## src/rtl/smac_pkg.sv

```systemverilog
// Shared types and width helpers for the SMAC accumulator stage.
// Width functions let the top derive its bus sizes from array geometry.
package smac_pkg;

    typedef enum logic [1:0] {
        IDLE = 2'd0,
        ACC  = 2'd1,
        OUT  = 2'd2
    } acc_state_t;

    // Width of one M-lane partial sum: product bits plus lane growth.
    function automatic int calc_psw(int m, int pa, int pw);
        return pa + pw + $clog2(m);
    endfunction

    // Accumulator width wide enough to never wrap over max_tiles sums.
    function automatic int calc_acc_w(int psw, int max_tiles);
        return psw + $clog2(max_tiles);
    endfunction

endpackage

```

## src/rtl/smac_requant.sv

```systemverilog
// Requantiser: logical right shift then unsigned saturation to OUT_W.
// Purely combinational; the caller registers the result.
module smac_requant #(
    parameter  int ACC_W = 26,
    parameter  int OUT_W = 16,
    localparam int SH_W  = $clog2(ACC_W)
) (
    input  logic [ACC_W-1:0] acc,
    input  logic [SH_W-1:0]  shift,
    output logic [OUT_W-1:0] data,
    output logic             sat
);

    logic [ACC_W-1:0] shifted;

    // Shifts at or beyond the accumulator width flush everything out.
    always_comb begin
        shifted = '0;
        if (int'(shift) < ACC_W) begin
            shifted = acc >> shift;
        end
    end

    generate
        if (ACC_W > OUT_W) begin : g_sat
            // Any set bit above the output field means the value is clipped.
            always_comb begin
                sat  = |shifted[ACC_W-1:OUT_W];
                data = sat ? '1 : shifted[OUT_W-1:0];
            end
        end else begin : g_nosat
            // Output field can hold every shifted value.
            always_comb begin
                sat  = 1'b0;
                data = OUT_W'(shifted);
            end
        end
    endgenerate

endmodule

```

## src/rtl/smac_accumulator.sv

```systemverilog
// Accumulates n_tiles partial sums into a dot product and hands the
// requantised result downstream over a valid/ready handshake.
module smac_accumulator
    import smac_pkg::*;
#(
    parameter  int M         = 64,
    parameter  int Pa        = 8,
    parameter  int Pw        = 4,
    parameter  int MAX_TILES = 256,
    parameter  int OUT_W     = 16,
    localparam int PSW       = calc_psw(M, Pa, Pw),
    localparam int ACC_W     = calc_acc_w(PSW, MAX_TILES),
    localparam int NT_W      = $clog2(MAX_TILES) + 1,
    localparam int SH_W      = $clog2(ACC_W)
) (
    input  logic             clk,
    input  logic             rst_n,
    input  logic             start,
    input  logic [NT_W-1:0]  n_tiles,
    input  logic [SH_W-1:0]  shift,
    input  logic             ps_valid,
    input  logic [PSW-1:0]   ps_data,
    output logic             ps_ready,
    output logic             busy,
    output logic             cfg_err,
    output logic             res_valid,
    input  logic             res_ready,
    output logic [OUT_W-1:0] res_data,
    output logic             res_sat
);

    acc_state_t state;
    acc_state_t state_nxt;

    logic [NT_W-1:0]  n_lat;
    logic [SH_W-1:0]  sh_lat;
    logic [NT_W-1:0]  cnt;
    logic [ACC_W-1:0] acc;
    logic [ACC_W-1:0] acc_next;

    logic             cfg_ok;
    logic             accept;
    logic             beat;
    logic             last;
    logic             hs;

    logic [OUT_W-1:0] rq_data;
    logic             rq_sat;

    assign ps_ready = (state == ACC);
    assign busy     = (state != IDLE);

    assign cfg_ok   = (n_tiles != '0) &&
                      (n_tiles <= NT_W'(MAX_TILES));
    assign accept   = (state == IDLE) && start && cfg_ok;

    assign beat     = ps_valid && ps_ready;
    assign acc_next = acc + ACC_W'(ps_data);
    assign last     = beat && (cnt == n_lat - NT_W'(1));
    assign hs       = res_valid && res_ready;

    smac_requant #(
        .ACC_W (ACC_W),
        .OUT_W (OUT_W)
    ) u_requant (
        .acc   (acc_next),
        .shift (sh_lat),
        .data  (rq_data),
        .sat   (rq_sat)
    );

    // Next-state: job accept, last beat, and result handoff.
    always_comb begin
        state_nxt = state;
        unique case (state)
            IDLE: if (accept) state_nxt = ACC;
            ACC:  if (last)   state_nxt = OUT;
            OUT:  if (hs)     state_nxt = IDLE;
            default:          state_nxt = IDLE;
        endcase
    end

    // State register; reset discards any job in flight.
    always_ff @(posedge clk or negedge rst_n) begin
        if (!rst_n) begin
            state <= IDLE;
        end else begin
            state <= state_nxt;
        end
    end

    // Job configuration is captured only on an accepted start.
    always_ff @(posedge clk or negedge rst_n) begin
        if (!rst_n) begin
            n_lat  <= '0;
            sh_lat <= '0;
        end else if (accept) begin
            n_lat  <= n_tiles;
            sh_lat <= shift;
        end
    end

    // Running sum and beat count; gaps leave both untouched.
    always_ff @(posedge clk or negedge rst_n) begin
        if (!rst_n) begin
            acc <= '0;
            cnt <= '0;
        end else if (accept) begin
            acc <= '0;
            cnt <= '0;
        end else if (beat) begin
            acc <= acc_next;
            cnt <= cnt + NT_W'(1);
        end
    end

    // Result register: loaded on the last beat, held until consumed.
    always_ff @(posedge clk or negedge rst_n) begin
        if (!rst_n) begin
            res_valid <= 1'b0;
            res_data  <= '0;
            res_sat   <= 1'b0;
        end else if (last) begin
            res_valid <= 1'b1;
            res_data  <= rq_data;
            res_sat   <= rq_sat;
        end else if (hs) begin
            res_valid <= 1'b0;
        end
    end

    // Single-cycle flag for a start rejected while idle.
    always_ff @(posedge clk or negedge rst_n) begin
        if (!rst_n) begin
            cfg_err <= 1'b0;
        end else begin
            cfg_err <= (state == IDLE) && start && !cfg_ok;
        end
    end

endmodule

```

## config.mk

```make
export PLATFORM = sky130hd
export DESIGN_NAME = smac_accumulator
export DESIGN_NICKNAME = d
export VERILOG_FILES = /design/src/rtl/smac_pkg.sv /design/src/rtl/smac_requant.sv /design/src/rtl/smac_accumulator.sv
export SDC_FILE = /design/constraint.sdc
export NUM_CORES = 1
export LEC_CHECK = 0
export CAP_MARGIN = 20
export CORE_UTILIZATION = 45
export CTS_CLUSTER_SIZE = 28
export DETAILED_ROUTE_END_ITERATION = 8
export GPL_TIMING_DRIVEN = 0
export PLACE_DENSITY = 0.68
export SYNTH_ARGS = -nofsm -noshare
export SYNTH_HDL_FRONTEND = slang
export SYNTH_SLANG_ARGS = --single-unit
```

## constraint.sdc

```tcl
create_clock -name clk -period 4.4 [get_ports clk]
set_input_delay 0.88 -clock clk [delete_from_list [all_inputs] [get_ports clk]]
set_output_delay 0.88 -clock clk [all_outputs]
set_load 0.01 [all_outputs]
```

==> qor.yml, run 1 <==
status: "completed"
htreeDepth: 3
holdCritPathClass: "flop to flop"
first_pass_iters: 5
peakVddDrop_v: 0.0002633
critical_path.top_delay_family: "compound AO/OA/AOI/OAI gates"
fmaxAchievable_mhz: 234.2
synth_nets: 811
min_period_ns: 4.270
ys_seq_elements: 70
leakage_nw: 3.076
grt_pass1_wl_mm: 31.70
finish.instance_area_um2: 7592
synth_area_leaders: "dfrtp_1 (29%), nand2_1 (6.9%), nor2_1 (4.6%), ha_1 (4.1%), xor2_1 (4.0%)"
synth_ff_type: "dfrtp_1"
grt.total_usage_pct: 28.81
synth_top_area_share_pct: 28.75
critPathKind: "input port to flop"
seq_area_frac_synth_pct: 28.75
yosys.area.top_type: "dfrtp_1"
gp_congestion: 0.9323
vias: 6301
placementRows: 42
path_buf_inv: 1
synthDistinctLibCells: 85
grt_overflow: 0
layout_commonest_cell: "nand2_1"
drt_iter0_markers: 604
grt_pass1_vias: 5969
synthArstFlopShare_pct: 100.0
finalHoldViolations: 0
setup_viol: 0
dp_hpwl_mm: 14.44
worstMarginPinSlew_ns: 0.9137
cp_slowest_cell: "or4b_4"
routed_wl_mm: 19.48
diodes: 0
die-area_um2: 14010
cp-start-kind: "input port"
fin_crit_sh_pct: 97.04
cts_buffers: 9
initial_core_util_pct: 46.01
syn_area_per_cell_um2: 8.092
fin_cells: 1019
clock_skew_ns: 0.007098
syn_to_final_growth_pct: 24.60
clockRootBuffer: "clkbuf_16"
coreArea_um2: 13240
required_ns: 4.66
antenna_found_initial: 0
io_buffers: 57
final_nets: 896
drtAntennaViolNets: 0
critPathMaxStageDelay_ns: 0.52
max-slew-margin-rel_pct: 39.09
io_pins: 58
drc: 0
crit_path_end_kind: "flop"
synth_edf_count: 0
placed_area_um2: 6882
clkLatencyLatePin_ns: 0.35
syn_area_um2: 6093
wl_per_cell_um: 19.12
final_cell_mix: "nand2_1 (111), nor2_1 (74), dfrtp_1 (70)"
cp_max_fo: 6
path_cells: "clkdlybuf4s50_1 > ha_1 > nand2_1 > o221ai_2 > a22o_1 > or4b_4 > nand3_1 > o22ai_2 > a311oi_2 > o21ai_2 > o221ai_4 > nor3_2 > o31ai_2"
powerDensity_nw_per_um2: 812.3
clockBufferDepth: 2
cts_tree: "yes"
cts_sinks: 70
synth_cells: 753
dp.cells: 986
final_core_util_pct: 57.33
yosys_warnings: 0
drv_cap: 0
cts.clk_slew.worst_paths_ns: 0.06
drive_above_1_share_pct: 15.54
cp_data_arrival_time_ns: 4.53
die_x_um: 118.4
grt_max_degree: 71
viasPerCell: 6.184
final_max_slew_viol_count: 0
die_h_um: 118.4
worst min-delay path, cell delays in order, from the launching register on:
cell	delay, ns
dfrtp_1	0.35
nand2_1	0.05
nand2_1	0.05
what timing repair did:
action / 4_1_cts / 5_1_grt
cloned: 1 / 1
pin swaps: 14 / 16
hold buffers: 0 / 0
endpoints found under the setup margin: 17 / 17
resized for setup: 19 / 34
setup buffers: 6 / 9
path summary, 6_finish.rpt:
path                       startpoint     endpoint  slack (ns)  depth (start not counted)
setup / recovery           ps_data[7]  res_data[6]        0.13                         13
min in group asynchronous       rst_n     n_lat[8]        0.66                          1
hold reg to reg               res_sat      res_sat        0.48                          2
hold / removal                res_sat      res_sat        0.48                          2
max in group asynchronous       rst_n       acc[3]        3.14                          1
setup reg to reg               acc[0]  res_data[6]        0.60                         18
registers in the layout, summed over array words and instances (netlist names):
name and flops:
cfg_err 1, res_sat 1, state 2, res_data 16, cnt 9, res_valid 1, acc 26, n_lat 9
sh_lat 5
final cells by class:
cell class	count	area (um^2)
flip-flops and latches	70	1752
repair buffers	72	681.9
inverters	21	78.83
multi-input cells	614	4338
well taps	176	220.2
clock inverters	6	67.56
plain buffers	50	215.2
clock buffers	10	239.0
fillers	1234	5650
synth_stat cells (12+ instances only):
cell type    n
xor2_1      28
nor3_1      13
a21oi_1     40
xnor2_1     14
mux2_2      12
inv_1       18
nand4_1     13
mux2i_1     20
dfrtp_1     70
ha_1        20
nand2_1    112
nand3_1     15
o22ai_1     21
o21ai_0     48
nor2_1      75
clkbuf_1    36
power breakdown:
group          switching [mW]  leakage (nW)  total, mW  internal (mW)
clock                   0.305         0.145      0.763          0.457
combinational            2.68          2.02       4.35           1.67
sequential              0.176         0.906       1.06          0.879
total                    3.16          3.08       6.17           3.01
cells by family after synthesis:
family	after synthesis	synth area share [%]
adder cells (fa/ha/maj)	21	4.435
multiplexers	35	6.612
XOR/XNOR	42	6.037
buffers and inverters	71	4.825
flip-flops	70	28.75
AO/OA/AOI/OAI	230	27.41
AND/OR/NAND/NOR	284	21.93
stage by stage:
stage / total power, mW / setup WS [ns] / setup TNS (ns) / hold WS, ns
finish: 6.167 / 0.1304 / 0 / 0.4810
global placement: 4.825 / -0.8423 / -11.68 / 0.4642
floorplan: 3.801 / 0.4290 / 0 / 0.4972
detailed placement: 4.872 / -0.8562 / -12.01 / 0.4719
global route: 6.568 / -0.01741 / -0.02793 / 0.5158
CTS: 5.794 / 0.03162 / 0 / 0.4862
layer usage:
layer	part of all wire, %	track usage (%)	vias to the layer above
met5	0	0	-
met3	6.7	4.681	44
met2	45	44.38	214
met4	3.2	11.78	0
met1	45	40.07	3095
li1	-	-	2948
No activity file was read; power rests on OpenSTA's default activity.
==> inputs of run 2 (changes only) <==
- CORE_UTILIZATION: 45 -> 53
- PLACE_DENSITY: 0.68 -> 0.78
==> qor.yml, run 2 (synthesis gave the netlist of run 1 again) <==
final_max_slew_viol_count: 0
finalHoldViolations: 0
io_pins: 58
fin_tns_setup_ns: -0.02566
die_x_um: 109.2
routed_wl_mm: 19.98
largestRegisters: "acc (26), res_data (16)"
first_pass_iters: 5
cp-start-kind: "input port"
grt_overflow: 0
gp_congestion: 0.9647
vias: 6416
powerDensity_nw_per_um2: 813.7
fin_crit_sh_pct: 100.6
setup_viol: 1
drtAntennaViolNets: 0
drt_iter0_markers: 552
status: "finished, violations left"
final_nets: 897
htreeDepth: 3
cp_max_fo: 10
placed_area_um2: 6837
cts.clk_slew.worst_paths_ns: 0.06
cts_sinks: 70
dp.cells: 950
dp_slack_ns: -0.9143
drv_cap: 0
fmaxAchievable_mhz: 226.0
clockBufferDepth: 2
rsz0062_at_grt: "yes"
drc: 0
violations: "negative setup slack"
grt_pass1_vias: 5886
diodes: 0
min_period_ns: 4.426
required_ns: 4.61
hold_buffers: 0
max-slew-margin-rel_pct: 38.89
crit_path_end_kind: "flop"
coreArea_um2: 11030
cts_tree: "yes"
antenna_found_initial: 0
viasPerCell: 6.520
critPathKind: "input port to flop"
io_buffers: 57
clock_skew_ns: 0.009743
ff2ff_setup_slack_ns: 0.51
wl_per_cell_um: 20.30
fin_cells: 984
setup_slack_ns: -0.02566
grt_pass1_wl_mm: 30.57
cts_buffers: 9
grt.total_usage_pct: 33.83
syn_to_final_growth_pct: 22.55
die-area_um2: 11930
drive_above_1_share_pct: 13.98
largest_reg_flops: 26
leakage_nw: 3.083
holdCritPathClass: "flop to flop"
grt_max_degree: 71
worstMarginPinSlew_ns: 0.9167
placementRows: 38
dp_hpwl_mm: 14.60
clkLatencyLatePin_ns: 0.35
finalPower_mw: 6.076
clockRootBuffer: "clkbuf_16"
die_h_um: 109.2
initial_core_util_pct: 55.24
top_register: "acc"
peakVddDrop_v: 0.0004337
final_cell_mix: "nand2_1 (112), nor2_1 (75), dfrtp_1 (70)"
cp_data_arrival_time_ns: 4.64
layout_commonest_cell: "nand2_1"
finish.instance_area_um2: 7467
fill_cells: 951
## run 2: repair_timing
item                                    CTS  global route
resized for setup                        15            22
endpoints found under the setup margin   17            17
pin swaps                                16            15
buffers inserted                          9             9
## run 2: final cells by class
class,count,area (um^2),area share [%]
Clock buffer,10,229.0,3.066
Timing Repair Buffer,75,715.7,9.584
Tap cell,140,175.2,2.346
Inverter,21,78.83,1.056
Sequential cell,70,1752,23.46
Multi-Input combinational cell,612,4233,56.69
Clock inverter,6,68.82,0.9216
Buffer,50,215.2,2.882
## run 2: critical path: stages
cell	delay, ns
clkdlybuf4s50_1	0.45
ha_1	0.33
buf_2	0.21
a21oi_1	0.24
o21a_1	0.26
nor4b_1	0.53
a311oi_4	0.16
a221oi_1	0.51
a21oi_2	0.14
o22ai_1	0.23
o221ai_4	0.22
buf_6	0.18
o31ai_2	0.20
o21ai_1	0.09
## run 2: routing by layer
layer / share of wire [%] / vias up / global-route usage (%)
li1: - / 2949 / -
met1: 43 / 3133 / 45.48
met2: 47 / 307 / 55.39
met3: 8.6 / 27 / 6.037
met4: 1.6 / 0 / 9.714
met5: 0 / - / 0
## run 2: worst paths after layout
check / startpoint / end / cells past startpoint
max: ps_data[17] / res_data[5] / 14
min: res_sat / res_sat / 2
max reg2reg: acc[0] / res_data[8] / 16
min reg2reg: res_sat / res_sat / 2
max in group asynchronous: rst_n / acc[0] / 1
min in group asynchronous: rst_n / acc[16] / 1
## run 2: power by group
| group | leakage [nW] | total, mW | internal, mW | switching [mW] |
|---|---|---|---|---|
| sequential | 0.906 | 1.06 | 0.879 | 0.181 |
| clock | 0.143 | 0.747 | 0.443 | 0.304 |
| combinational | 2.03 | 4.27 | 1.65 | 2.62 |
## run 2: stage by stage
stage / utilization, % / hold WS, ns
floorplan: - / 0.4972
global placement: 62.00 / 0.4608
detailed placement: 61.98 / 0.4708
CTS: 65.90 / 0.4866
global route: 67.70 / 0.5206
finish: 67.70 / 0.4850
